$ cat config.mk
export PLATFORM = sky130hd
export DESIGN_NAME = adder_share_arbiter
export DESIGN_NICKNAME = d
export VERILOG_FILES = /design/src/rtl/adder_share_pkg.sv /design/src/rtl/adder_share_arbiter_rr.sv /design/src/rtl/adder_share_arbiter.sv
export SDC_FILE = /design/constraint.sdc
export NUM_CORES = 1
export LEC_CHECK = 0
export CORE_ASPECT_RATIO = 0.5
export CORE_MARGIN = 2
export CORE_UTILIZATION = 38
export DETAILED_ROUTE_END_ITERATION = 16
export PLACE_DENSITY = 0.78
export REMOVE_ABC_BUFFERS = 1
export SKIP_LAST_GASP = 1
export SYNTH_ARGS = -nofsm -noshare
export SYNTH_HDL_FRONTEND = slang
export SYNTH_SLANG_ARGS = --single-unit
$ cat constraint.sdc
create_clock -name clk -period 3.9 [get_ports clk]
set_input_delay 0.39 -clock clk [delete_from_list [all_inputs] [get_ports clk]]
set_output_delay 0.39 -clock clk [all_outputs]
set_load 0.1 [all_outputs]
$ cat src/rtl/adder_share_pkg.sv
// rtl/adder_share_pkg.sv - shared constants and helpers for the shared-adder arbiter
package adder_share_pkg;

  localparam int DEFAULT_WIDTH = 8;
  localparam int DEFAULT_NREQ  = 4;

  // Never return 0, so a 2-requester build still gets a 1-bit ID.
  function automatic int idw(input int n);
    return (n <= 2) ? 1 : $clog2(n);
  endfunction

  function automatic int rr_index(input int start, input int offset, input int n);
    return (start + offset) % n;
  endfunction

  localparam int RR_PTR_W = idw(DEFAULT_NREQ);
  typedef logic [RR_PTR_W-1:0] rr_ptr_t;

endpackage

$ cat src/rtl/adder_share_arbiter_rr.sv
// rtl/adder_share_arbiter_rr.sv - combinational round-robin grant starting at ptr
module rr_arbiter
  import adder_share_pkg::*;
#(
  parameter  int NREQ = DEFAULT_NREQ,
  localparam int IDW  = idw(NREQ)
) (
  input  logic [NREQ-1:0] req,
  input  logic [IDW-1:0]  ptr,
  input  logic            en,
  output logic [NREQ-1:0] gnt,
  output logic [IDW-1:0]  gnt_id
);

  logic [IDW-1:0] idx;
  logic           found;

  // Scan ptr, ptr+1, ... wrapping; the first asserted request wins.
  always_comb begin
    gnt    = '0;
    gnt_id = '0;
    found  = 1'b0;
    idx    = '0;
    for (int k = 0; k < NREQ; k++) begin
      idx = IDW'(rr_index(int'(ptr), k, NREQ));
      if (en && !found && req[idx]) begin
        gnt[idx] = 1'b1;
        gnt_id   = idx;
        found    = 1'b1;
      end
    end
  end

endmodule

$ cat src/rtl/adder_share_arbiter.sv
// rtl/adder_share_arbiter.sv - one registered WIDTH-bit adder shared round-robin by NREQ requesters
module adder_share_arbiter
  import adder_share_pkg::*;
#(
  parameter  int WIDTH = DEFAULT_WIDTH,
  parameter  int NREQ  = DEFAULT_NREQ,
  localparam int IDW   = idw(NREQ)
) (
  input  logic                  clk,
  input  logic                  rst_n,
  input  logic [NREQ-1:0]       req_valid,
  input  logic [NREQ*WIDTH-1:0] req_a,
  input  logic [NREQ*WIDTH-1:0] req_b,
  output logic [NREQ-1:0]       req_ready,
  output logic                  rsp_valid,
  output logic [IDW-1:0]        rsp_id,
  output logic [WIDTH-1:0]      rsp_sum,
  output logic                  rsp_carry,
  input  logic                  rsp_ready
);

  logic             rsp_valid_q, rsp_valid_d;
  logic [IDW-1:0]   rsp_id_q,    rsp_id_d;
  logic [WIDTH-1:0] rsp_sum_q,   rsp_sum_d;
  logic             rsp_carry_q, rsp_carry_d;
  logic [IDW-1:0]   ptr_q,       ptr_d;

  logic             can_accept;
  logic             arb_en;
  logic             grant;
  logic [NREQ-1:0]  gnt;
  logic [IDW-1:0]   gnt_id;
  logic [WIDTH-1:0] a_w;
  logic [WIDTH-1:0] b_w;
  logic [WIDTH:0]   sum_w;

  // Accept whenever the output slot is empty or being drained this cycle.
  assign can_accept = !rsp_valid_q || rsp_ready;
  assign arb_en     = can_accept && rst_n;

  rr_arbiter #(
    .NREQ (NREQ)
  ) u_rr_arbiter (
    .req    (req_valid),
    .ptr    (ptr_q),
    .en     (arb_en),
    .gnt    (gnt),
    .gnt_id (gnt_id)
  );

  assign req_ready = gnt;
  assign grant     = |gnt;

  assign a_w   = req_a[gnt_id*WIDTH +: WIDTH];
  assign b_w   = req_b[gnt_id*WIDTH +: WIDTH];
  assign sum_w = {1'b0, a_w} + {1'b0, b_w};

  always_comb begin
    rsp_valid_d = rsp_valid_q;
    rsp_id_d    = rsp_id_q;
    rsp_sum_d   = rsp_sum_q;
    rsp_carry_d = rsp_carry_q;
    ptr_d       = ptr_q;
    if (grant) begin
      rsp_valid_d = 1'b1;
      rsp_id_d    = gnt_id;
      rsp_sum_d   = sum_w[WIDTH-1:0];
      rsp_carry_d = sum_w[WIDTH];
      ptr_d       = (gnt_id == IDW'(NREQ - 1)) ? '0 : gnt_id + 1'b1;
    end else if (rsp_valid_q && rsp_ready) begin
      rsp_valid_d = 1'b0;
    end
  end

  always_ff @(posedge clk) begin
    if (!rst_n) begin
      rsp_valid_q <= 1'b0;
      rsp_id_q    <= '0;
      rsp_sum_q   <= '0;
      rsp_carry_q <= 1'b0;
      ptr_q       <= '0;
    end else begin
      rsp_valid_q <= rsp_valid_d;
      rsp_id_q    <= rsp_id_d;
      rsp_sum_q   <= rsp_sum_d;
      rsp_carry_q <= rsp_carry_d;
      ptr_q       <= ptr_d;
    end
  end

  assign rsp_valid = rsp_valid_q;
  assign rsp_id    = rsp_id_q;
  assign rsp_sum   = rsp_sum_q;
  assign rsp_carry = rsp_carry_q;

endmodule

# Word level (Yosys, flattened, before mapping)
# Index checks and enable logic that the tools add are counted.
[totals] register_bits=14 in_bits=71
[op_classes] addsub=5 order_cmp=8 eq_ne=1 shifts=2 muxes=30 bitwise_logic=3 n_reduce_logical=20
[op_table] cell="$shiftx A32 B6 Y8" n=2
[op_table] cell="$mux W4" n=4
[op_table] cell="$logic_and A1 B1 Y1" n=13
[op_table] cell="$mux W1" n=13
[op_table] cell="$lt A2 B3 Y1 const B" n=4
[op_table] cell="$or A4 B4 Y4" n=3
[op_table] cell="$mux W2" n=5
[op_table] cell="$add A8 B8 Y9" n=1
[op_table] cell="$bmux W1 S2" n=4
[op_table] cell="$demux W1 S2" n=4
[op_table] cell="$ge A2 B1 Y1 const B" n=4
[op_table] cell="$add A2 B1 Y2 const B" n=2
[op_table] cell="$add A2 B2 Y2 const B" n=2
[op_table] cell="$logic_not A1 Y1" n=4
[op_table] cell="$reduce_or A4 Y1" n=1
[op_table] cell="$eq A2 B2 Y1 const B" n=1
[op_table] cell="$reduce_bool A2 Y1" n=1
[op_table] cell="$logic_or A1 B1 Y1" n=1

# Depth between registers and ports, before layout
[depth] word_depth=19 mapped_depth=20 mapped_depth_nobuf=16

# By module
# A second synthesis with hierarchy kept.
[hier_totals] hier_cells=185 hier_area_um2=1843.0
[modules_own_cells] module="adder_share_arbiter" instances=1 cells_per_inst=122 area_each_um2=1311.3 seq_area_each_um2=280.3
[modules_own_cells] module="rr_arbiter" instances=1 cells_per_inst=63 area_each_um2=531.8 seq_area_each_um2=0.0

# Least setup slack after synthesis
# Ideal clock, no wire load.
[synth_timing] path_type="flip-flop to flip-flop" start="register ptr_q[0]" end="register rsp_carry_q (netlist: rsp_carry)" setup_time_ns=0.121 arrival_time_ns=4.235 slack_ns=-0.457 stages_incl_launch_ff=21 path_cell_list="dfxtp_1 -> buf_4 -> inv_2 -> ha_1 -> buf_6 -> mux4_2 -> nor2b_4 -> or3b_1 -> o311ai_1 -> buf_6 -> buf_8 -> mux2i_1 -> mux2i_1 -> ha_1 -> fa_1 -> a21o_1 -> a21oi_1 -> o21ai_0 -> a21o_1 -> a21oi_1 -> mux2i_1"
[synth_between] elab_chain_len=18
[synth_rtl] item="from (decl)" line="adder_share_arbiter.sv:26" rtl="logic [IDW-1:0] ptr_q, ptr_d;"
[synth_rtl] item="from (signal assigned)" line="adder_share_arbiter.sv:87" rtl="ptr_q <= ptr_d;"
[synth_rtl] item="$bmux W1 S2" line="adder_share_arbiter_rr.sv:26" rtl="if (en && !found && req[idx]) begin"
[synth_rtl] item="$mux W1 (not written as such)" line="adder_share_arbiter_rr.sv:26"
[synth_rtl] item="$logic_and A1 B1 Y1" line="adder_share_arbiter_rr.sv:26"
[synth_rtl] item="$mux W1" line="adder_share_arbiter_rr.sv:26"
[synth_rtl] item="$logic_not A1 Y1" line="adder_share_arbiter_rr.sv:26"
[synth_rtl] item="$logic_and A1 B1 Y1 (2 in series)" line="adder_share_arbiter_rr.sv:26"
[synth_rtl] item="$mux W1" line="adder_share_arbiter_rr.sv:26"
[synth_rtl] item="$logic_not A1 Y1" line="adder_share_arbiter_rr.sv:26"
[synth_rtl] item="$logic_and A1 B1 Y1 (2 in series)" line="adder_share_arbiter_rr.sv:26"
[synth_rtl] item="$mux W1" line="adder_share_arbiter_rr.sv:26"
[synth_rtl] item="$logic_not A1 Y1" line="adder_share_arbiter_rr.sv:26"
[synth_rtl] item="$logic_and A1 B1 Y1 (2 in series)" line="adder_share_arbiter_rr.sv:26"
[synth_rtl] item="$mux W2" line="adder_share_arbiter_rr.sv:26"
[synth_rtl] item="$shiftx A32 B6 Y8 (on tied branches)" line="adder_share_arbiter.sv:54, adder_share_arbiter.sv:55"
[synth_rtl] item="$add A8 B8 Y9" line="adder_share_arbiter.sv:56" rtl="assign sum_w = {1'b0, a_w} + {1'b0, b_w};"
[synth_rtl] item="to (signal assigned)" line="adder_share_arbiter.sv:86" rtl="rsp_carry_q <= rsp_carry_d;"
[synth_rtl] item="to (decl)" line="adder_share_arbiter.sv:25" rtl="logic rsp_carry_q, rsp_carry_d;"
# Several ways; a longest one is shown, not always the timed one. The select of a mux whose other input is x is not followed.
# A chain may end at the register's enable or synchronous reset.

# Worst setup path in the final report
[layout_timing] start="register ptr_q[1]" end="register rsp_carry_q (netlist: rsp_carry)"
# Same word-level chain as after synthesis.

==> results.yml <==
detailed_routing:
  average_detailed_routed_wire_length_per_instance_um: 13.38
  drt_first_iter_violations: 53
  drt.antenna.violating_nets: 0
  drt-pass1-iter-count: 5
  drt_drc_violations_left: 0
  dr_total_vias: 1880
  drt-total-wl_um: 4884
  routed_via_density: 5.151
logic_synthesis:
  synth_cell_types: 42
  syn_area_um2: 1837
  number_of_flops_mapped_to_enable_cells_by_yosys: 0
  synthesis.instances: 196
  synth.yosys.seq_area_share: 0.1526
  yosysWarnings: 0
  ys_dominant_reg_cell: "sky130_fd_sc_hd__dfxtp_1"
  async_reset_ff_frac: 0
  syn_avg_cell_area_um2: 9.371
  post-synth-top-area-cell: "sky130_fd_sc_hd__mux2i_1"
  synth_top_area_frac: 0.3324
  synth.top_cells.by_area: "sky130_fd_sc_hd__mux2i_1 (33%), sky130_fd_sc_hd__dfxtp_1 (15%), sky130_fd_sc_hd__ha_1 (8.2%), sky130_fd_sc_hd__nand2_1 (4.1%), sky130_fd_sc_hd__buf_4 (2.5%)"
  postSynthRegisterBits: 14
critical_path:
  r2r_start: "ptr_q[1]$_SDFFE_PN0P_"
  cp_top_family: "multiplexers"
  crit_path_max_incr_delay_ps: 510
  critical_path.reg2reg.endpoint: "rsp_carry$_SDFFE_PN0P_"
  critical_path.max_fanout: 6
  cp_slowest_cell: "sky130_fd_sc_hd__mux4_2"
  cp_num_buf_inv: 3
  worstSetupPathType: "reg2reg"
  timing.critical_path.cells: "inv_1 > ha_4 > mux4_2 > nor2b_4 > or3b_4 > o311ai_4 > buf_6 > buf_6 > mux2i_2 > mux2i_1 > ha_1 > a21o_1 > a21oi_2 > o21ai_1 > a21o_1 > a21oi_2 > mux2i_1"
  crit_path_arrival_time_ps: 3870
  worst_setup_path_start_kind: "flop"
  ff2ff_setup_slack_ps: 140
  endpoint_kind: "flop"
  critPathRequiredTime_ps: 4000
  reg2regPathDepth: 17
power_and_ir_drop:
  power.static_leakage_nw: 1.399
  finalPower_mw: 2.518
  irDropWorstVdd_mv: 0.4037
  p_per_area_nw_per_um2: 834.1
layout:
  finish.cell_count_without_fillers: 365
  area_delta_synth_final_pct: 64.37
  final_common_cell: "sky130_fd_sc_hd__clkdlybuf4s50_1"
  post-route-util: 0.6664
  finish.net_count: 384
  most-common-layout-cells: "sky130_fd_sc_hd__clkdlybuf4s50_1 (82), sky130_fd_sc_hd__mux2i_1 (57), sky130_fd_sc_hd__buf_4 (25)"
  antenna_cells: 0
  layout-drive-gt1-share: 0.1940
timing:
  timing.clock.skew_ps: 1.618
  max_freq_ghz: 0.2657
  relative_slew_slack: 0.3404
  max_slew.worst_pin.slew_ps: 986.4
  hold_viol: 0
  period_minus_slack_ps: 3764
  setup_slack_ps: 136.2
  drv_slew: 0
  finalSetupViolCount: 0
  grt_setup_unrepaired: "true"
  period_share: 0.9651
placement:
  place_worst_setup_slack_ps: -276.5
  place.port_buffers: 86
  placed_cells: 361
  detailedPlacementHpwl_um: 3894
  place_congestion: 0.8641
clock_tree:
  ctsHtreeMaxLevel: 1
  clk_root_buffer_cell: "sky130_fd_sc_hd__clkbuf_8"
  num_clock_sinks: 14
  cts_setup_buffers: 0
  post_cts_hold_buffer_count: 0
  ctsLongestPathBuffers: 2
  clock_insertion_delay_worst_skew_ps: 240
  tritoncts.num_buffers: 3
  cts.reportedPaths.clkPinSlew_ps: 60
  clock_tree_from_tritoncts: "yes"
grt:
  antenna_violations_before_repair: 0
  grt_first_pass_wirelength_um: 7797
  grt_pass1_vias: 1827
  grt_total_ovfl: 0
  grt_util_all_layers: 0.1788
  pin_count_of_the_biggest_net_entering_global_routing: 24
die:
  die-area_um2: 5439
  ioPinCount: 87
  die_x_um: 102.3
  die_height_um: 53.16
  placeableCoreArea_um2: 4531
  initial_cell_density_of_the_core: 0.4054
  std_cell_rows: 17
worst_hold_path:
  min_path_cells: 2
  timing.hold.worst.class: "reg2reg"
  hold_critical_path_endpoint: "rsp_id[0]$_SDFFE_PN0P_"
  hp-start: "rsp_id[0]$_SDFFE_PN0P_"
run_status:
  outcome: "completed"
run:
  max_cap_viol_count: 0
layer usage:
layer	GRT usage	vias up	share of wire
li1	-	937	-
met1	0.2118	875	0.44
met2	0.3487	60	0.51
met3	0.01849	8	0.037
met4	0.04667	0	0.016
met5	0	-	0
timing repair:
| action | 4_1_cts | 5_1_grt |
|---|---|---|
| cloned | 0 | 0 |
| setup endpoints to repair | 5 | 5 |
| pin swaps | 1 | 5 |
| gates resized for setup | 5 | 14 |
where the power goes:
group | internal, mW | leakage, nW | switching (mW)
Sequential | 0.208 | 0.117 | 0.0335
Combinational | 0.951 | 1.25 | 1.19
Clock | 0.0893 | 0.0288 | 0.0503
registers in the layout (all words and copies together), names as in the netlist:
signal / cells
rsp_id: 2
rsp_valid: 1
rsp_carry: 1
rsp_sum: 8
ptr_q: 2
worst register-to-register path, cell delays in order, from the launching register on:
cell and delay, ps:
sky130_fd_sc_hd__dfxtp_2 320, sky130_fd_sc_hd__inv_1 60, sky130_fd_sc_hd__ha_4 280, sky130_fd_sc_hd__mux4_2 510
sky130_fd_sc_hd__nor2b_4 150, sky130_fd_sc_hd__or3b_4 380, sky130_fd_sc_hd__o311ai_4 140, sky130_fd_sc_hd__buf_6 210
sky130_fd_sc_hd__buf_6 130, sky130_fd_sc_hd__mux2i_2 200, sky130_fd_sc_hd__mux2i_1 100, sky130_fd_sc_hd__ha_1 350
sky130_fd_sc_hd__a21o_1 180, sky130_fd_sc_hd__a21oi_2 150, sky130_fd_sc_hd__o21ai_1 90, sky130_fd_sc_hd__a21o_1 200
sky130_fd_sc_hd__a21oi_2 100, sky130_fd_sc_hd__mux2i_1 70
metrics by stage:
step,hold WS [ps],instance area [um^2],TNS [ps]
after floorplan,521.6,1680,-32770
after global placement,449.4,2897,-255.2
after detailed placement,459.5,2897,-945.4
after CTS,471.2,2978,0
after global routing,504.6,3019,-30.82
final,465.3,3019,0
layout make-up:
class                      instances  area (um^2)
timing repair buffer             114         1122
multi-input combinational        157         1439
inverter                          10        37.54
tap                               66        82.58
sequential                        14        282.8
clock buffer                       4        55.05
fill                             358         1511
cell families after synthesis:
kind of cell / synth area share
mux: 0.3692
simple gates: 0.1056
compound gates: 0.1410
xor+xnor: 0.03338
buf+inv: 0.1056
fa+ha+maj: 0.09264
flops: 0.1526
synthesized netlist by cell type, types with 2 or more instances:
library cell,number
sky130_fd_sc_hd__or4_1,3
sky130_fd_sc_hd__xor2_1,4
sky130_fd_sc_hd__a21oi_1,8
sky130_fd_sc_hd__buf_12,2
sky130_fd_sc_hd__inv_1,9
sky130_fd_sc_hd__nand2_1,20
sky130_fd_sc_hd__mux4_2,2
sky130_fd_sc_hd__ha_1,12
sky130_fd_sc_hd__dfxtp_1,14
sky130_fd_sc_hd__nand2b_1,2
sky130_fd_sc_hd__xnor2_1,3
sky130_fd_sc_hd__mux2i_1,61
sky130_fd_sc_hd__mux2_1,2
sky130_fd_sc_hd__o21ai_0,4
sky130_fd_sc_hd__a221oi_1,4
sky130_fd_sc_hd__nor2_1,2
sky130_fd_sc_hd__buf_6,4
sky130_fd_sc_hd__a31oi_1,2
sky130_fd_sc_hd__nor3b_1,4
sky130_fd_sc_hd__a222oi_1,3
sky130_fd_sc_hd__a21o_1,4
sky130_fd_sc_hd__buf_4,6
sky130_fd_sc_hd__o21ai_1,2
worst max-delay path by stage:
stage	slack [ps]	from	end	cells past startpoint
2_1_floorplan	-3540	ptr_q[0]$_SDFFE_PN0P_	rsp_carry$_SDFFE_PN0P_	15
3_3_place_gp	-120	req_valid[2]	rsp_carry$_SDFFE_PN0P_	15
3_5_place_dp	-280	req_valid[2]	rsp_carry$_SDFFE_PN0P_	15
4_1_cts	20	ptr_q[1]$_SDFFE_PN0P_	rsp_carry$_SDFFE_PN0P_	16
5_1_grt	-30	ptr_q[1]$_SDFFE_PN0P_	rsp_carry$_SDFFE_PN0P_	17
6_report	140	ptr_q[1]$_SDFFE_PN0P_	rsp_carry$_SDFFE_PN0P_	17
Power figures use the tool's default switching activity.
